===== src/rtl/osiris_pkg.sv =====
// Shared load/store definitions: funct3 codes, access sizes and the bridge FSM encoding.
package osiris_pkg;

  localparam logic [2:0] F3Lb  = 3'b000;
  localparam logic [2:0] F3Lh  = 3'b001;
  localparam logic [2:0] F3Lw  = 3'b010;
  localparam logic [2:0] F3Lbu = 3'b100;
  localparam logic [2:0] F3Lhu = 3'b101;

  typedef enum logic [1:0] {
    StIdle = 2'd0,
    StReq  = 2'd1,
    StDone = 2'd2
  } state_e;

  typedef enum logic [1:0] {
    SzByte,
    SzHalf,
    SzWord
  } size_e;

  // Unsupported funct3 encodings fall through to a word access.
  function automatic size_e access_size(logic [2:0] funct3);
    case (funct3)
      F3Lb, F3Lbu: return SzByte;
      F3Lh, F3Lhu: return SzHalf;
      default:     return SzWord;
    endcase
  endfunction

endpackage


===== src/rtl/lsu_align.sv =====
// Combinational lane logic: store byte-selects/replication, misalignment check,
// and load extraction with sign/zero extension.
module lsu_align
  import osiris_pkg::*;
(
  input  logic [1:0]  st_addr_lo_i,
  input  logic [2:0]  st_funct3_i,
  input  logic [31:0] st_wdata_i,
  output logic [3:0]  st_sel_o,
  output logic [31:0] st_wdata_o,
  output logic        misaligned_o,
  input  logic [1:0]  ld_addr_lo_i,
  input  logic [2:0]  ld_funct3_i,
  input  logic [31:0] ld_bus_dat_i,
  output logic [31:0] ld_rdata_o
);

  logic [7:0]  ld_byte;
  logic [15:0] ld_half;
  logic        ld_signed;

  always_comb begin
    st_sel_o     = 4'b1111;
    st_wdata_o   = st_wdata_i;
    misaligned_o = 1'b0;
    case (access_size(st_funct3_i))
      SzByte: begin
        st_sel_o   = 4'b0001 << st_addr_lo_i;
        st_wdata_o = {4{st_wdata_i[7:0]}};
      end
      SzHalf: begin
        st_sel_o     = st_addr_lo_i[1] ? 4'b1100 : 4'b0011;
        st_wdata_o   = {2{st_wdata_i[15:0]}};
        misaligned_o = st_addr_lo_i[0];
      end
      default: begin
        misaligned_o = |st_addr_lo_i;
      end
    endcase
  end

  always_comb begin
    ld_byte    = 8'(ld_bus_dat_i >> {ld_addr_lo_i, 3'b000});
    ld_half    = 16'(ld_bus_dat_i >> {ld_addr_lo_i[1], 4'b0000});
    ld_signed  = ~ld_funct3_i[2];
    ld_rdata_o = ld_bus_dat_i;
    case (access_size(ld_funct3_i))
      SzByte:  ld_rdata_o = {{24{ld_signed & ld_byte[7]}}, ld_byte};
      SzHalf:  ld_rdata_o = {{16{ld_signed & ld_half[15]}}, ld_half};
      default: ld_rdata_o = ld_bus_dat_i;
    endcase
  end

endmodule


===== src/rtl/data_mem_bridge.sv =====
// MEM-stage load/store bridge to a single-beat Wishbone-classic data bus.
// Optional bus watchdog enabled by defining DMEM_BRIDGE_TIMEOUT_EN.
module data_mem_bridge
  import osiris_pkg::*;
#(
  parameter int unsigned DATA_WIDTH     = 32,
  parameter int unsigned TIMEOUT_CYCLES = 16
) (
  input  logic                  clk,
  input  logic                  rst,
  input  logic [DATA_WIDTH-1:0] i_addr_M,
  input  logic [DATA_WIDTH-1:0] i_wdata_M,
  input  logic                  i_we_M,
  input  logic                  i_re_M,
  input  logic [2:0]            i_funct3_M,
  output logic [DATA_WIDTH-1:0] o_rdata_M,
  output logic                  o_rvalid_M,
  output logic                  o_busy,
  output logic                  o_misaligned,
  output logic                  o_bus_err,
  output logic                  o_wb_cyc,
  output logic                  o_wb_stb,
  output logic                  o_wb_we,
  output logic [DATA_WIDTH-1:0] o_wb_adr,
  output logic [DATA_WIDTH-1:0] o_wb_dat,
  output logic [3:0]            o_wb_sel,
  input  logic [DATA_WIDTH-1:0] i_wb_dat,
  input  logic                  i_wb_ack,
  input  logic                  i_wb_err
);

  state_e                state_q, state_d;
  logic [DATA_WIDTH-1:0] adr_q, adr_d;
  logic [DATA_WIDTH-1:0] dat_q, dat_d;
  logic [DATA_WIDTH-1:0] rdata_q, rdata_d;
  logic [3:0]            sel_q, sel_d;
  logic [2:0]            funct3_q, funct3_d;
  logic [1:0]            addr_lo_q, addr_lo_d;
  logic                  we_q, we_d;
  logic                  cyc_q, cyc_d;
  logic                  err_q, err_d;
  logic                  mis_q, mis_d;

  logic                  req;
  logic                  misaligned;
  logic                  timeout;
  logic [3:0]            st_sel;
  logic [DATA_WIDTH-1:0] st_wdata;
  logic [DATA_WIDTH-1:0] ld_rdata;

  lsu_align u_align (
    .st_addr_lo_i (i_addr_M[1:0]),
    .st_funct3_i  (i_funct3_M),
    .st_wdata_i   (i_wdata_M),
    .st_sel_o     (st_sel),
    .st_wdata_o   (st_wdata),
    .misaligned_o (misaligned),
    .ld_addr_lo_i (addr_lo_q),
    .ld_funct3_i  (funct3_q),
    .ld_bus_dat_i (i_wb_dat),
    .ld_rdata_o   (ld_rdata)
  );

`ifdef DMEM_BRIDGE_TIMEOUT_EN
  localparam int unsigned CntW = $clog2(TIMEOUT_CYCLES + 1);
  logic [CntW-1:0] cnt_q, cnt_d;

  // Held at zero outside REQ, so it is already clear on entry.
  assign cnt_d   = (state_q == StReq) ? cnt_q + CntW'(1) : '0;
  assign timeout = (state_q == StReq) && (cnt_q == CntW'(TIMEOUT_CYCLES - 1));

  always_ff @(posedge clk or posedge rst) begin
    if (rst) cnt_q <= '0;
    else     cnt_q <= cnt_d;
  end
`else
  assign timeout = 1'b0;
`endif

  assign req = i_we_M | i_re_M;

  always_comb begin
    state_d   = state_q;
    adr_d     = adr_q;
    dat_d     = dat_q;
    sel_d     = sel_q;
    funct3_d  = funct3_q;
    addr_lo_d = addr_lo_q;
    we_d      = we_q;
    cyc_d     = cyc_q;
    err_d     = err_q;
    rdata_d   = rdata_q;
    mis_d     = 1'b0;
    case (state_q)
      StIdle: begin
        if (req && misaligned) begin
          mis_d = 1'b1;
        end else if (req) begin
          state_d   = StReq;
          adr_d     = {i_addr_M[DATA_WIDTH-1:2], 2'b00};
          dat_d     = st_wdata;
          sel_d     = st_sel;
          funct3_d  = i_funct3_M;
          addr_lo_d = i_addr_M[1:0];
          we_d      = i_we_M;  // store wins when both requests are high
          cyc_d     = 1'b1;
        end
      end
      StReq: begin
        // Priority: error, then acknowledge, then watchdog.
        if (i_wb_err || i_wb_ack || timeout) begin
          state_d = StDone;
          cyc_d   = 1'b0;
          err_d   = i_wb_err || !i_wb_ack;
          rdata_d = (i_wb_err || !i_wb_ack || we_q) ? '0 : ld_rdata;
        end
      end
      StDone: begin
        state_d = StIdle;
      end
      default: begin
        state_d = StIdle;
        cyc_d   = 1'b0;
      end
    endcase
  end

  always_ff @(posedge clk or posedge rst) begin
    if (rst) begin
      state_q   <= StIdle;
      adr_q     <= '0;
      dat_q     <= '0;
      sel_q     <= '0;
      funct3_q  <= '0;
      addr_lo_q <= '0;
      we_q      <= 1'b0;
      cyc_q     <= 1'b0;
      err_q     <= 1'b0;
      rdata_q   <= '0;
      mis_q     <= 1'b0;
    end else begin
      state_q   <= state_d;
      adr_q     <= adr_d;
      dat_q     <= dat_d;
      sel_q     <= sel_d;
      funct3_q  <= funct3_d;
      addr_lo_q <= addr_lo_d;
      we_q      <= we_d;
      cyc_q     <= cyc_d;
      err_q     <= err_d;
      rdata_q   <= rdata_d;
      mis_q     <= mis_d;
    end
  end

  assign o_wb_cyc     = cyc_q;
  assign o_wb_stb     = cyc_q;
  assign o_wb_we      = we_q;
  assign o_wb_adr     = adr_q;
  assign o_wb_dat     = dat_q;
  assign o_wb_sel     = sel_q;
  assign o_rvalid_M   = (state_q == StDone);
  assign o_bus_err    = (state_q == StDone) && err_q;
  assign o_rdata_M    = (state_q == StDone) ? rdata_q : '0;
  assign o_misaligned = mis_q;
  // Reset gates the combinational term so busy drops as soon as rst rises.
  assign o_busy = !rst && (((state_q == StIdle) && req && !misaligned) || (state_q == StReq));

endmodule

===== config.mk =====
export PLATFORM = sky130hd
export DESIGN_NAME = data_mem_bridge
export DESIGN_NICKNAME = d
export VERILOG_FILES = /design/src/rtl/osiris_pkg.sv /design/src/rtl/lsu_align.sv /design/src/rtl/data_mem_bridge.sv
export SDC_FILE = /design/constraint.sdc
export NUM_CORES = 1
export LEC_CHECK = 0
export BUFFER_PORTS_ARGS = -buffer_cell sky130_fd_sc_hd__buf_2
export CAP_MARGIN = 25
export CORE_MARGIN = 2
export CORE_UTILIZATION = 52
export CTS_BUF_LIST = sky130_fd_sc_hd__clkbuf_16
export DETAILED_ROUTE_END_ITERATION = 7
export PLACE_DENSITY = 0.86
export SKIP_CTS_REPAIR_TIMING = 1
export SLEW_MARGIN = 20
export SYNTH_ARGS = -nofsm -noshare
export SYNTH_HDL_FRONTEND = slang
export SYNTH_SLANG_ARGS = --single-unit

===== constraint.sdc =====
create_clock -name clk -period 7.82 [get_ports clk]
set_input_delay 0.782 -clock clk [delete_from_list [all_inputs] [get_ports clk]]
set_output_delay 0.782 -clock clk [all_outputs]
set_load 0.05 [all_outputs]

* Word level (Yosys, flattened, before mapping)
Cells that the tools add are included.
** Storage, ports and cells
- Flip-flop bits (word level) :: 109
- Input port bits :: 105
- Output and inout port bits :: 107
- Logic and storage cells :: 78
** Operators by class
- Eq/ne operators :: 13
- Shifts and indexed selects :: 3
- Muxes and demuxes :: 19
- Bitwise operators :: 6
- Reductions and logical operators :: 26
** Operator list (number)
- 32-bit case mux with 2 select lines :: 2
- 32-bit two-way mux :: 2
- 32-bit by 5-bit >> shifter with 16-bit output :: 1
- 32-bit by 5-bit >> shifter with 8-bit output :: 1
- 3-bit == test (second input constant) :: 4
- 2-bit case mux with 2 select lines :: 3
- 2-bit OR reduction :: 5
- 4-bit case mux with 2 select lines :: 1
- 2-bit by 1-bit == test with 1-bit output (second input constant) :: 3
- 3-bit by 1-bit == test with 1-bit output (second input constant) :: 2
- 2-bit zero test :: 3
- 3-bit zero test :: 2
- 2-bit two-way mux :: 3
- 2-bit inequality test (second input constant) :: 3
- 3-bit AND reduction :: 2
- 1-bit logical AND :: 5
- 1-bit two-way mux :: 5
- 1-bit logical OR :: 4
- 4-bit two-way mux :: 1
- 4-bit AND reduction :: 1
- 1-bit by 2-bit left shift with 4-bit output (first input constant) :: 1
- 1-bit zero test :: 3
- 1-bit NOT :: 3
- 1-bit case mux with 3 select lines :: 1
- 5 further kinds :: 6

* Longest topological paths before layout
- Depth after elaboration :: 9
- Mapped depth :: 7
- Depth with buffers taken out :: 4

* Hierarchy
Synthesis repeated with hierarchy kept, for this count alone.
** Unflattened totals
- Cells, all modules :: 441
- Area total of the unflattened synthesis :: 5475.3 um^2
** By module, submodules not included
- data_mem_bridge :: instances 1, cells each 284, area each 4295.4 um^2, seq. area each 2727.6 um^2
- lsu_align :: instances 1, cells each 157, area each 1179.9 um^2, seq. area each 0.0 um^2

* Worst setup path after synthesis
OpenSTA, ideal clock, no wires.
- Path kind :: input -> output
- Start :: input port i_funct3_M[1]
- End :: output port o_busy
- Arrival time :: 2513 ps
- Data required time :: 7038 ps
- Setup slack :: 4525 ps
- Stages :: 6
- Path buffers :: 3
- Path through :: buf_2 -> nor2_4 -> o221ai_2 -> buf_6 -> clkbuf_1 -> a21oi_1
** On the way
- Longest elaborated chain between the ends :: 9
- Elaborated cells on any way between the ends :: 14
- Those cells by class :: eq/ne (4); mux (2); reduce/logical (8)
** RTL lines
- start: declaration :: RTL line data_mem_bridge.sv:15 : input logic [2:0] i_funct3_M,
- 3-bit by 1-bit == test with 1-bit output (tied with other cells) :: RTL line osiris_pkg.sv:24 : case (funct3)
- 2-bit OR reduction :: RTL line osiris_pkg.sv:24
- 2-bit case mux with 2 select lines (*) :: RTL line osiris_pkg.sv:24
- 2-bit by 1-bit == test with 1-bit output / 2-bit zero test (equally long branches) :: RTL line lsu_align.sv:26 : case (access_size(st_funct3_i))
- 1-bit case mux with 2 select lines (*) :: RTL line lsu_align.sv:26
- 1-bit zero test (*) :: RTL line data_mem_bridge.sv:167 : assign o_busy = !rst && (((state_q == StIdle) && req && !misaligned) || (state_q == StReq));
- 1-bit logical AND (*) :: RTL line data_mem_bridge.sv:167
- 1-bit logical OR (*) :: RTL line data_mem_bridge.sv:167
- 1-bit logical AND (*) :: RTL line data_mem_bridge.sv:167
- end: declaration :: RTL line data_mem_bridge.sv:18 : output logic o_busy,
Every way passes the cells marked *; elsewhere a longest branch is shown, timed or not.

* Worst setup path after layout
Same ends and word-level chain as after synthesis.

==> results.md <==
- Status: finished, final reports clean
- Post-Syn Instances: 480
- Nets: 773
- Die Y: 104 um
- Required @ worst endpoint: 7.04 ns
- Worst-skew pair later-pin latency: 0.34 ns
- Vias in the first global route: 4507
- RSZ-0062 raised after global routing: false
- Post-DR vias/cell: roughly 5.6
- R2r setup slk: 5.55 ns
- Top-area cell type share of the netlist area: 0.525
- Crit share post-route: 0.375
- I/O pin count: 212
- Initial antenna violation count: 1
- Worst setup margin: 4.89 ns
- CP Cell Sequence: buf_2 > nor2_4 > o221ai_4 > a21oi_1 > buf_2
- Setup TNS: 0 ns
- Initial Utilization: 0.534
- # rows: 36
- Largest family of logic cells by synthesized area: multiplexers
- Simple-Gate Fraction of Synth Area: 0.134
- Num CTS Buffers: 9
- Synth area leader: dfrtp_1
- Area Growth Syn to Fin: 26.5%
- Maxcap violations: 0
- Clock root cell: clkbuf_16
- Dpl ws: 4.70 ns
- Hold Crit Class: in -> async
- Max Clk Rate: 0.341 GHz
- Via count: about 4500
- Cell total after placement: 789
- Asr flop ratio synth: 1.00
- Final std cells w/o fill: 806
- Sequential share of the synthesized area: 0.525
- Maximum vdd drop: approximately 0.00026 V
- Clk buf depth: 2
- Max Slew Vio Count: 0
- Setup-failing EPs final: 0
- Worst-Margin Slew: about 1.0 ns
- DIE AREA: 10800 um2
- Cell Pwr Density: 381 nW/um2
- Prevailing post-synth register cell: dfrtp_1
- Netlist Area Pre-Place: 5190 um2
- Syn. warnings: 0
- DR WL/cell: 16.6 um
- Clock transition at path regs: around 0.070 ns
- Distinct cells, synth: 35
- Mux cell area share after synthesis: 0.161
- Post-DP HPWL: 9500 um
- GRT Resource Usage Total: 0.251
- Final antenna-violating net count: 0
- DR pass1 iterations: 4
- Routed wire length: 13400 um
- Clk sinks: 109
- TritonCTS clock tree: built
- Worst-path fanout max: 31
- Layout cells sized above 1: 0.421
- Most frequent CP cell: buf_2
- Gpl congestion: 0.827
- Width of the die: around 100 um
- Largest net degree at the start of global routing: 104
- Startpoint types: input port
- Worst path slowest cell: nor2_4
- Xor/xnor share of the synthesized area: 0
- Yosys reg bits: 109
- Adder-cell area share of the yosys netlist: 0
- Crit path DAT: 2.15 ns
- Final clock skew: 0.00656 ns
- CP Capture Type: output port
- Post-synth EDFFs: 0
- CTS H-tree lvls: 3
- # DRC: 0
- Static leakage: 3.35 nW
- Critical setup path kind: in -> out
- Drt initial violations: 251
- Compound-cell area share of the yosys netlist: 0.137
- Syn_area_per_cell: roughly 11 um2
- Total grt overflow: 0
- Max-slew headroom: 0.327
- Crit path time final: between 2 and 3 ns
- Port buffer count: 209
- Ranking of synthesized cells by area: dfrtp_1 53%, mux2_2 10%, mux2i_1 4.8%
- Core Footprint: 9730 um2
- Final Hold Viols: 0
- Max incr delay on CP: 0.42 ns
- First-pass GRT wire length: 22100 um
[synth_stat cells, drive strengths merged (2+ instances only)]
cell / n
nor2: 18
clkbuf: 21
inv: 7
a21oi: 22
or2: 2
mux2: 52
and2: 33
o31ai: 9
a311o: 2
nand2: 40
nor3: 8
mux2i: 25
nor2b: 2
a32oi: 16
dfrtp: 109
a32o: 8
o21ai: 49
nand3: 18
nand2b: 12
buf: 18
[cells in the final DEF, fill, tap and decap left out, drive strengths merged]
cell type,Yosys,final
or2,2,2
clkinv,0,4
bufinv,0,1
diode,0,1
nor2,18,18
o21ai,49,49
a221oi,1,1
and2,33,33
a21oi,22,22
and3,1,1
a32o,8,8
mux2i,25,25
dfrtp,109,109
clkinvlp,0,1
conb,1,2
nor4b,1,1
a31oi,1,1
mux2,52,52
nand2,40,40
o221ai,1,1
o31ai,9,9
nor3,8,8
nand3,18,18
inv,7,7
a22o,1,1
nand2b,12,12
a32oi,16,16
buf,18,215
o21a,1,1
a311o,2,2
nor2b,2,2
nand4,1,1
clkbuf,21,9
[worst max-delay path: cells and delay by family]
family | cells | cell delay, ns
buffers and inverters | 2 | 0.59
AND/OR/NAND/NOR | 1 | 0.42
AO/OA/AOI/OAI | 2 | 0.34
[report_power, final]
part	total, mW	internal [mW]	switching [mW]	leakage [nW]
combinational	1.18	0.316	0.862	1.85
clock	0.440	0.243	0.197	0.136
sequential	0.883	0.760	0.124	1.36
total	2.50	1.32	1.18	3.35
[path summary, 6_finish.rpt]
check,start,endpoint,cells past startpoint
worst max-delay path,i_funct3_M[1],o_busy,5
worst min-delay path,rst,o_wb_adr[2],2
worst max register to register,state_q[1],rdata_q[31],5
worst min register to register,rdata_q[2],rdata_q[2],2
max in group asynchronous,rst,o_wb_dat[26],3
min in group clk,rdata_q[2],rdata_q[2],2
[cells by family (layout without fill, tap and decap cells)]
| group | after synthesis | count (layout) |
|---|---|---|
| other cells | 1 | 3 |
| simple gates | 136 | 136 |
| flops | 109 | 109 |
| compound gates | 111 | 111 |
| mux | 77 | 77 |
| buf+inv | 46 | 237 |
[layer usage]
metal  routed length (um)  share of wire  track usage  vias up
met5                    0              0            0        -
met4                  373          0.028        0.125        0
met3                 1230          0.092       0.0589       35
met2                 6520           0.49        0.409      247
met1                 5250           0.39        0.314     2129
li1                     -              -            -     2085
[state kept, by name (all words and copies together) (netlist names)]
name and flops:
o_wb_sel 4, addr_lo_q 2, o_wb_cyc 1, o_wb_dat 32, o_misaligned 1, err_q 1, state_q 2, o_wb_adr 30
funct3_q 3, o_wb_we 1, rdata_q 32
[metrics by stage]
stage / total power, mW / hold WS [ns] / cell area (um2) / util
final: 2.50 / 0.420 / 6570 / 0.676
after floorplan: 1.78 / 0.440 / 5200 / -
after global routing: 2.63 / 0.443 / 6570 / 0.676
after global placement: 2.03 / 0.453 / 6270 / 0.645
after detailed placement: 2.07 / 0.463 / 6270 / 0.645
after CTS: 2.51 / 0.414 / 6560 / 0.674
[area by class of cell]
class                           instances  area [um2]
Clock buffer                            9         225
Clock inverter                          6        55.1
Tap cell                              133         166
Fill cell                             785        3160
Sequential cell                       109        2730
Timing Repair Buffer                  215        1100
Antenna cell                            1        2.50
Inverter                                7        28.8
Multi-Input combinational cell        326        2270
No activity file was read; power rests on OpenSTA's default activity.
